[config.mk]
export PLATFORM = sky130hd
export DESIGN_NAME = seg7_scan_display
export DESIGN_NICKNAME = d
export VERILOG_FILES = /design/src/rtl/seg7_scan_display.sv
export SDC_FILE = /design/constraint.sdc
export NUM_CORES = 1
export LEC_CHECK = 0
export ABC_AREA = 1
export ABC_CLOCK_PERIOD_IN_PS = 2670
export CAP_MARGIN = 20
export CORE_MARGIN = 2
export CORE_UTILIZATION = 55
export DETAILED_ROUTE_END_ITERATION = 10
export PLACE_DENSITY = 0.79
export SLEW_MARGIN = 20
export SYNTH_ARGS = -nofsm -noshare
export SYNTH_HDL_FRONTEND = slang
export SYNTH_SLANG_ARGS = --single-unit
[constraint.sdc]
create_clock -name clock -period 2.67 [get_ports clock]
set_input_delay 0.534 -clock clock [delete_from_list [all_inputs] [get_ports clock]]
set_output_delay 0.534 -clock clock [all_outputs]
set_load 0.05 [all_outputs]
[src/rtl/seg7_scan_display.sv]
// Multiplexed common-anode seven-segment scanner with shadowed value, radix select,
// leading-zero blanking, per-digit decimal points and per-digit blink.
module seg7_scan_display #(
   parameter int NUM_DIGITS   = 8,
   parameter int SCAN_DIV     = 12500,
   parameter int GUARD        = 2,
   parameter int BLINK_FRAMES = 250
) (
   input  logic                    clock,
   input  logic                    resetN,
   input  logic                    enable,
   input  logic                    load,
   input  logic [4*NUM_DIGITS-1:0] value,
   input  logic [NUM_DIGITS-1:0]   dp_in,
   input  logic                    radix_octal,
   input  logic                    blank_lz,
   input  logic [NUM_DIGITS-1:0]   blink_mask,
   output logic [NUM_DIGITS-1:0]   an,
   output logic [6:0]              seg,
   output logic                    dp,
   output logic                    pending,
   output logic                    frame_done
);

   localparam int VALUE_W = 4*NUM_DIGITS;
   localparam int SW = (SCAN_DIV > 1) ? $clog2(SCAN_DIV) : 1;
   localparam int IW = (NUM_DIGITS > 1) ? $clog2(NUM_DIGITS) : 1;
   localparam int BW = (BLINK_FRAMES > 1) ? $clog2(BLINK_FRAMES) : 1;
   localparam logic [SW-1:0] SLOT_LAST  = SW'(SCAN_DIV - 1);
   localparam logic [SW-1:0] GUARD_C    = SW'(GUARD);
   localparam logic [IW-1:0] IDX_LAST   = IW'(NUM_DIGITS - 1);
   localparam logic [BW-1:0] BLINK_LAST = BW'(BLINK_FRAMES - 1);

   logic [SW-1:0]         slot;
   logic [IW-1:0]         idx;
   logic [BW-1:0]         bcnt;
   logic                  hidden;
   logic [VALUE_W-1:0]    shadow, disp;
   logic [NUM_DIGITS-1:0] sdp, ddp;

   logic [3:0]            nib [NUM_DIGITS];
   logic [NUM_DIGITS-1:0] zero, lzb;
   logic                  all_zero;
   logic [3:0]            cur_nib;
   logic                  cur_dp, cur_lzb, cur_blink, blanked;
   logic [NUM_DIGITS-1:0] an_p0;

   function automatic logic [6:0] font(input logic [3:0] n);
      case (n)
         4'h0: font = 7'h40;
         4'h1: font = 7'h79;
         4'h2: font = 7'h24;
         4'h3: font = 7'h30;
         4'h4: font = 7'h19;
         4'h5: font = 7'h12;
         4'h6: font = 7'h02;
         4'h7: font = 7'h78;
         4'h8: font = 7'h00;
         4'h9: font = 7'h10;
         4'hA: font = 7'h08;
         4'hB: font = 7'h03;
         4'hC: font = 7'h46;
         4'hD: font = 7'h21;
         4'hE: font = 7'h06;
         default: font = 7'h0E;
      endcase
   endfunction

   assign frame_done = (idx == IDX_LAST) && (slot == SLOT_LAST);

   always_ff @(posedge clock or negedge resetN) begin
      if (!resetN) begin
         slot <= '0;
         idx  <= '0;
      end else if (slot == SLOT_LAST) begin
         slot <= '0;
         idx  <= (idx == IDX_LAST) ? '0 : idx + 1'b1;
      end else begin
         slot <= slot + 1'b1;
      end
   end

   // Blink phase flips once every BLINK_FRAMES completed frames.
   always_ff @(posedge clock or negedge resetN) begin
      if (!resetN) begin
         bcnt   <= '0;
         hidden <= 1'b0;
      end else if (frame_done) begin
         if (bcnt == BLINK_LAST) begin
            bcnt   <= '0;
            hidden <= ~hidden;
         end else begin
            bcnt <= bcnt + 1'b1;
         end
      end
   end

   // Display only changes at the frame edge; a coincident load bypasses the shadow.
   always_ff @(posedge clock or negedge resetN) begin
      if (!resetN) begin
         shadow  <= '0;
         sdp     <= '0;
         disp    <= '0;
         ddp     <= '0;
         pending <= 1'b0;
      end else begin
         if (load) begin
            shadow <= value;
            sdp    <= dp_in;
         end
         if (frame_done) begin
            if (pending || load) begin
               disp <= load ? value : shadow;
               ddp  <= load ? dp_in : sdp;
            end
            pending <= 1'b0;
         end else if (load) begin
            pending <= 1'b1;
         end
      end
   end

   always_comb begin
      zero     = '0;
      lzb      = '0;
      all_zero = 1'b1;
      for (int i = 0; i < NUM_DIGITS; i++) begin
         nib[i]  = radix_octal ? {1'b0, disp[3*i +: 3]} : disp[4*i +: 4];
         zero[i] = (nib[i] == 4'h0);
      end
      for (int i = NUM_DIGITS - 1; i >= 0; i--) begin
         all_zero = all_zero & zero[i];
         lzb[i]   = blank_lz && (i > 0) && all_zero;
      end
   end

   always_comb begin
      cur_nib   = 4'h0;
      cur_dp    = 1'b0;
      cur_lzb   = 1'b0;
      cur_blink = 1'b0;
      for (int i = 0; i < NUM_DIGITS; i++) begin
         if (idx == IW'(i)) begin
            cur_nib   = nib[i];
            cur_dp    = ddp[i];
            cur_lzb   = lzb[i];
            cur_blink = blink_mask[i];
         end
      end
      blanked = cur_lzb || (hidden && cur_blink);
      an_p0   = '1;
      if (enable && (slot >= GUARD_C) && !blanked) begin
         for (int i = 0; i < NUM_DIGITS; i++) begin
            if (idx == IW'(i)) an_p0[i] = 1'b0;
         end
      end
   end

   // Output register stage: one cycle behind the scan counters.
   always_ff @(posedge clock or negedge resetN) begin
      if (!resetN) begin
         an  <= '1;
         seg <= 7'h7F;
         dp  <= 1'b1;
      end else begin
         an  <= an_p0;
         seg <= blanked ? 7'h7F : font(cur_nib);
         dp  <= blanked ? 1'b1 : ~cur_dp;
      end
   end

endmodule

==> metrics.cfg, run 1 <==
[status]
status = finished clean

[cts]
clockBufferDepth = 2
clkTransAtPathRegs_ns = 0.05
hold_buffers = 0
root_buffer = clkbuf_16
numCtsBuffers = 17
htreeDepth = 4
cts_tree = yes
cts.sinks = 123
clkLatencyLatePin_ns = 0.41

[pwr]
total_leakage_power_nw = 4.07
vdd_drop_max_mv = 0.355
powerDensity_mw_per_mm2 = 575

[worst_setup_path]
critPathKind = register to primary output
rr_endpoint = seg[3]$_DFF_PN1_
critical_path.max_stage_delay_ns = 0.53
required_ns = 2.14
path_cells = ha_2 -> inv_1 -> buf_4 -> nor2_4 -> buf_12
slowest_stage = dfrtp_1
crit_fanout = 8
worstReg2RegStart = idx[0]$_DFFE_PN0N_
ff2ff_path_depth = 21
setup.worst_path.start_class = register
rrSetupSlack_ns = 0.24
critical_path_arrival_ns = 1.95
crit_cells = 5
path_delay_family = flip-flops
worst-path-buf-inv = 3
endpoint_kind = primary output

[die]
start_util = 0.557
dieWidth_um = 111
dieHeight_um = 111
io_pins = 72
fp-row-count = 39
die_area_mm2 = 0.0123
core_area_mm2 = 0.0113

[sta]
fin_crit_ns = 2.49
worst_pin_slew_ns = 0.664
hold_slack_ns = 0.128
hold_violations = 0
setup_ws_ns = 0.184
relSlewSlack = 0.557
finClkSkew_ns = 0.00862
setup_viol = 0
max_freq_mhz = 402
fin_crit_sh = 0.931
report.final.slew_viol_count = 0

[placement]
post-place-ws_ns = -0.252
placed_area_mm2 = 0.00725
globalplace.congestion = 0.894
portBuffers = 71
dp_hpwl_mm = 9.83

[detailed_routing]
vias_per_cell = 5.30
wl_per_cell_um = 14.4
dr.pass1.iters = 6
vias = 5270
wl_met1_mm = 6.24
drtIter0Drc = 309
ant_nets = 0
drt_wl_total_mm = 14.3
drc = 0
wl_met3_um = 740
highest_layer = met4
met2WireLength_mm = 6.84

[cells_and_area]
nNetsFinal = 908
final_util = 0.701
antenna_cells = 0
area_delta_synth_final_pct = 25.9
drive_above_1_share = 0.167
postLayoutCellArea_mm2 = 0.00793

[yosys]
yosysUniqueCellTypes = 47
synth_warnings = 0
synth_edf_count = 0
yosys-top-cells-area = dfrtp_1 42%, nand2_1 17%, dfstp_2 6.7%, mux2_2 6.1%, inv_1 4.2%
synth_seq_cells = 123
synth_fp_nets = 812
ys_seq_area_frac = 0.492
netlist_area_mm2 = 0.00630
synth_cells = 742
synth.avg_cell_area_um2 = 8.49
yosysTopAreaCellShare = 0.425
synth_flop_cell = dfrtp_1
yosysTopAreaCell = dfrtp_1
synthArstFlopShare = 1.00

[grt]
grt.overflow.total = 0
grt_antenna_before_repair = 0
grt_pass1_vias = 5341
grt_usage = 0.247
grt_pass1_wl_mm = 24.5
grt_max_degree = 50

[hold_path]
hp-class = input pin to async pin

[job]
drv_cap = 0

-- through the flow --
stage	power [mW]	setup TNS [ns]	instances
3_5_place_dp	2.23	-1.66	958
2_1_floorplan	2.07	0	742
5_1_grt	4.71	-0.0891	994
3_3_place_gp	2.22	-0.530	958
4_1_cts	4.59	0	990
6_report	4.56	0	994
-- Yosys cell counts (2+ instances only) --
cell type and n:
o21ai_1 2, inv_1 70, nor3_1 13, nor2_4 2
dfrtp_1 107, clkbuf_1 10, nand3_1 32, mux2_1 6
clkinv_1 2, o211ai_1 2, nand2_2 6, buf_2 4
ha_1 16, xor2_1 6, inv_2 5, or2_2 2
nand2_1 285, mux2_2 34, nand2_4 2, nand4_1 16
nor2_1 26, a21oi_1 22, o21ai_0 23, buf_6 9
dfstp_2 16, nor4_1 3
-- registers in the layout, summed over array words and instances (netlist names) --
name,count
an,8
dp,1
bcnt,8
shadow,32
disp,32
ddp,8
seg,7
hidden,1
pending,1
sdp,8
idx,3
slot,14
-- worst max path at each step --
stage	slack, ns	from	endpoint
detailed placement	-0.25	radix_octal	seg[3]$_DFF_PN1_
CTS	0.09	idx[0]$_DFFE_PN0N_	seg[3]$_DFF_PN1_
global placement	-0.13	radix_octal	seg[5]$_DFF_PN1_
floorplan	0.42	idx[0]$_DFFE_PN0N_	seg[3]$_DFF_PN1_
finish	0.18	idx[2]$_DFFE_PN0N_	frame_done
global route	-0.03	idx[0]$_DFFE_PN0N_	seg[6]$_DFF_PN1_
-- kinds of logic (layout without fill, tap and decap cells) --
kind of cell | after synthesis | count (layout) | share of synthesized area
xor gates and xnor gates | 6 | 6 | 0.00834
AOI/OAI and AO/OA | 60 | 60 | 0.0548
DFF | 123 | 123 | 0.492
and+or+nand+nor | 395 | 395 | 0.268
adders and majority gates | 16 | 16 | 0.0318
buffers and inverters | 101 | 210 | 0.0721
muxes | 41 | 41 | 0.0737
-- area by class of cell --
cell class / count / area (um2)
multi-input combinational: 518 / 2780
clock buffer: 26 / 499
sequential: 123 / 3100
clock inverter: 6 / 111
tap: 143 / 179
fill: 832 / 3390
inverter: 78 / 305
timing repair buffer: 100 / 963
-- repair_timing --
| action | CTS | global route |
|---|---|---|
| setup buffers | 0 | 4 |
| setup endpoints to repair | 0 | 8 |
| resized for setup | 0 | 13 |
-- routing by layer --
| metal | track usage | up-vias |
|---|---|---|
| met5 | 0 | - |
| met4 | 0.109 | 0 |
| met3 | 0.0596 | 44 |
| met2 | 0.410 | 182 |
| met1 | 0.309 | 2472 |
| li1 | - | 2572 |
-- cells in the final DEF (no fill, tap or decap), drive strengths merged --
cell	count
a2111oi	1
a211oi	1
a21boi	1
a21oi	24
a221oi	1
a31oi	1
and2	1
buf	31
bufinv	3
clkbuf	26
clkdlybuf4s50	68
clkinv	2
clkinvlp	3
dfrtp	107
dfstp	16
dlymetal6s2s	1
ha	16
inv	76
mux2	40
mux2i	1
nand2	293
nand3	33
nand3b	1
nand4	16
nor2	28
nor3	14
nor3b	1
nor4	5
o211ai	2
o21a	1
o21ai	25
o21bai	1
o31ai	1
o41ai	1
or2	3
xor2	6
-- where the power goes --
group | total, mW | internal (mW) | switching (mW)
combinational | 0.258 | 0.116 | 0.142
sequential | 1.94 | 1.92 | 0.0143
clock | 2.37 | 1.57 | 0.798
total | 4.56 | 3.60 | 0.954
-- worst reg2reg max path: stages (launching register included) --
cell	delay (ns)
dfrtp_1	0.40
inv_1	0.13
ha_2	0.22
inv_1	0.08
nor2_4	0.12
nand3_1	0.11
nand3_1	0.11
nand2_1	0.07
nand2_1	0.06
nand2_1	0.05
nand2_1	0.06
nand2_1	0.06
nand2_1	0.07
nand2_2	0.09
inv_1	0.12
ha_1	0.19
nand3_1	0.14
nand2_1	0.10
nand2_1	0.05
nand2_1	0.06
inv_1	0.04
nand2_1	0.04
Power figures use the tool's default switching activity.
==> inputs of run 2 (changes only) <==
--- a/config.mk
+++ b/config.mk
@@ -12,6 +12,7 @@
 export CORE_UTILIZATION = 55
 export DETAILED_ROUTE_END_ITERATION = 10
 export PLACE_DENSITY = 0.79
+export SKIP_CTS_REPAIR_TIMING = 1
 export SLEW_MARGIN = 20
 export SYNTH_ARGS = -nofsm -noshare
 export SYNTH_HDL_FRONTEND = slang
==> results of run 2 <==
Same layout as run 1: the final DEF is identical, and so are final timing and power.
==> inputs of run 3 (changes only) <==
--- a/config.mk
+++ b/config.mk
@@ -6,13 +6,12 @@
 export NUM_CORES = 1
 export LEC_CHECK = 0
 export ABC_AREA = 1
-export ABC_CLOCK_PERIOD_IN_PS = 2670
+export ABC_CLOCK_PERIOD_IN_PS = 2550
 export CAP_MARGIN = 20
 export CORE_MARGIN = 2
 export CORE_UTILIZATION = 55
 export DETAILED_ROUTE_END_ITERATION = 10
 export PLACE_DENSITY = 0.79
-export SKIP_CTS_REPAIR_TIMING = 1
 export SLEW_MARGIN = 20
 export SYNTH_ARGS = -nofsm -noshare
 export SYNTH_HDL_FRONTEND = slang
==> constraint.sdc (replaced) <==
create_clock -name clock -period 2.55 [get_ports clock]
set_input_delay 0.51 -clock clock [delete_from_list [all_inputs] [get_ports clock]]
set_output_delay 0.51 -clock clock [all_outputs]
set_load 0.05 [all_outputs]
==> run 3 against run 2 <==
  * Sequential share of layout area about the same
  * Clock power up 2%
  * Clock skew down 0.0040 ns
  * Die area unchanged
  * Non-clock buffer count up 3
  * Sequential power up 5%
  * Utilization up 0.099 points
  * Combinational power up 5%
  * Count of clock-buffer cells in the layout down 3
  * Largest power group unchanged
==> metrics.cfg, run 3 (synthesis results as in run 1) <==
[die]
core_area_mm2 = 0.0113  ; unchanged
dieWidth_um = 111  ; unchanged
dieHeight_um = 111  ; unchanged
start_util = 0.557  ; unchanged
fp-row-count = 39  ; unchanged
io_pins = 72  ; unchanged
die_area_mm2 = 0.0123  ; unchanged

[worst_setup_path]
rr_endpoint = seg[3]$_DFF_PN1_  ; unchanged
ff2ff_path_depth = 21  ; unchanged
critPathKind = register to primary output  ; unchanged
crit_fanout = 8  ; unchanged
endpoint_kind = primary output  ; unchanged
rrSetupSlack_ns = 0.18  ; was 0.24 ns
worstReg2RegStart = idx[1]$_DFFE_PN0N_  ; was idx[0]$_DFFE_PN0N_
setup.worst_path.start_class = register  ; unchanged
crit_end = frame_done  ; unchanged
critical_path_arrival_ns = 1.99  ; was 1.95 ns
required_ns = 2.04  ; was 2.14 ns
critPathLaunch = idx[0]$_DFFE_PN0N_  ; was idx[2]$_DFFE_PN0N_

[sta]
fin_crit_sh = 0.980
relSlewSlack = 0.552  ; was 0.557
fin_crit_ns = 2.50
worst_pin_slew_ns = 0.671  ; was 0.664 ns
setup_viol = 0  ; unchanged
hold_violations = 0  ; unchanged
max_freq_mhz = 400
hold_slack_ns = 0.0801  ; was 0.128 ns
rsz0062_at_grt = yes
fin_setup_tns_ns = 0  ; unchanged
finClkSkew_ns = 0.00457  ; was 0.00862 ns
report.final.slew_viol_count = 0  ; unchanged

[detailed_routing]
ant_nets = 0  ; unchanged
vias_per_cell = 5.31  ; was 5.30
vias = 5296  ; was 5,270
drc = 0  ; unchanged
drt_wl_total_mm = 14.8  ; was 14.3 mm
dr.pass1.iters = 5  ; was 6
wl_per_cell_um = 14.9  ; was 14.4 um
drtIter0Drc = 379  ; was 309

[cells_and_area]
area_delta_synth_final_pct = 26.1  ; was 25.9%
fin_cells = 997  ; was 994
drive_above_1_share = 0.180  ; was 0.167
antenna_cells = 0  ; unchanged
biggestRegsByFlops = disp (32), shadow (32), slot (14)  ; unchanged
final_cell_mix = 284 x nand2_1, 106 x dfrtp_1, 68 x inv_1, 68 x clkdlybuf4s50_1, 34 x mux2_2  ; was 283 x nand2_1, 107 x dfrtp_1, 70 x inv_1
nFillCells = 867  ; was 832
mostFrequentLayoutCell = nand2_1  ; unchanged
nNetsFinal = 911  ; was 908

[pwr]
clkPwrFrac = 0.513  ; was 0.519
switching_share = 0.220  ; was 0.209
total_leakage_power_nw = 4.08  ; was 4.07 nW
vdd_drop_max_mv = 0.582  ; was 0.355 mV
internal_power_mw = 3.68  ; was 3.60 mW
power_frac_seq = 0.430  ; was 0.425
combinationalPowerShare = 0.058  ; was 0.057
powerDensity_mw_per_mm2 = 594  ; was 575 mW/mm2
p_switching_mw = 1.04  ; was 0.954 mW
power_mw = 4.72  ; was 4.56 mW

[cts]
htreeDepth = 4  ; unchanged
clkLatencyLatePin_ns = 0.41  ; about the same
hold_buffers = 0
numCtsBuffers = 17  ; unchanged
cts.sinks = 123  ; unchanged
clockBufferDepth = 2  ; unchanged
clkTransAtPathRegs_ns = 0.06  ; was 0.05 ns
cts_tree = yes  ; unchanged
root_buffer = clkbuf_16  ; unchanged

[grt]
grt_antenna_before_repair = 0  ; unchanged
grt_max_degree = 56  ; was 50
grt_usage = 0.257  ; was 0.247
grt_pass1_wl_mm = 25.7  ; was 24.5 mm
grt.overflow.total = 0  ; unchanged
grt_pass1_vias = 5441  ; was 5,341

[placement]
portBuffers = 71  ; unchanged
placed_cells = 965  ; was 958
globalplace.congestion = 0.916  ; was 0.894
dp_hpwl_mm = 10.2  ; was 9.83 mm

[job]
drv_cap = 0  ; unchanged

[hold_path]
hp-class = input pin to async pin  ; unchanged

[status]
status = finished clean  ; unchanged

[run 3: worst min path at each step]
| stage | from | end | slack, ns | depth (start not counted) |
|---|---|---|---|---|
| floorplan | resetN | bcnt[0]$_DFFE_PN0P_ | 0.21 | 0 |
| detailed placement | shadow[26]$_DFF_PN0_ | shadow[26]$_DFF_PN0_ | 0.45 | 2 |
| global route | resetN | shadow[20]$_DFF_PN0_ | 0.12 | 1 |
| CTS | resetN | shadow[16]$_DFF_PN0_ | 0.10 | 1 |
| global placement | slot[0]$_DFF_PN0_ | slot[0]$_DFF_PN0_ | 0.45 | 1 |
| finish | resetN | shadow[15]$_DFF_PN0_ | 0.08 | 1 |
[run 3: power by group through the flow]
stage / registers, mW / logic (mW) / clock network, mW
after CTS: 2.03 / 0.278 / 2.44
after detailed placement: 2.06 / 0.275 / 0
after floorplan: 2.06 / 0.111 / 0
after global routing: 2.03 / 0.311 / 2.54
after global placement: 2.06 / 0.266 / 0
final: 2.03 / 0.272 / 2.42
[run 3: through the flow]
| stage | setup slack, ns | util | cell area (um2) |
|---|---|---|---|
| floorplan | 0.305 | - | 6300 |
| global placement | -0.230 | 0.645 | 7310 |
| detailed placement | -0.338 | 0.645 | 7310 |
| CTS | 0.00165 | 0.698 | 7900 |
| global route | -0.0590 | 0.702 | 7950 |
| finish | 0.0503 | 0.702 | 7950 |
[run 3: layout make-up]
| type | instances | area [um2] | share of cell area |
|---|---|---|---|
| clock inverter | 9 | 110 | 0.0139 |
| inverter | 78 | 295 | 0.0372 |
| clock buffer | 23 | 488 | 0.0614 |
| sequential | 123 | 3100 | 0.390 |
| timing repair buffer | 103 | 986 | 0.124 |
| multi-input combinational | 518 | 2790 | 0.351 |
| tap | 143 | 179 | 0.0225 |
[run 3: critical path, stage by stage, from the launching register on]
cell	delay, ns
dfrtp_1	0.40
ha_1	0.21
ha_2	0.29
inv_1	0.15
buf_4	0.21
nor2_4	0.17
buf_12	0.15
[run 3: metal layers]
layer | part of all wire | track usage
met1 | 0.44 | 0.329
met2 | 0.50 | 0.445
met3 | 0.043 | 0.0470
met4 | 0.021 | 0.0872
met5 | 0 | 0
[run 3: what timing repair did]
| item | in CTS | in global routing |
|---|---|---|
| setup buffers | 0 | 0 |
| endpoints found under the setup margin | 0 | 13 |
| resized for setup | 0 | 19 |
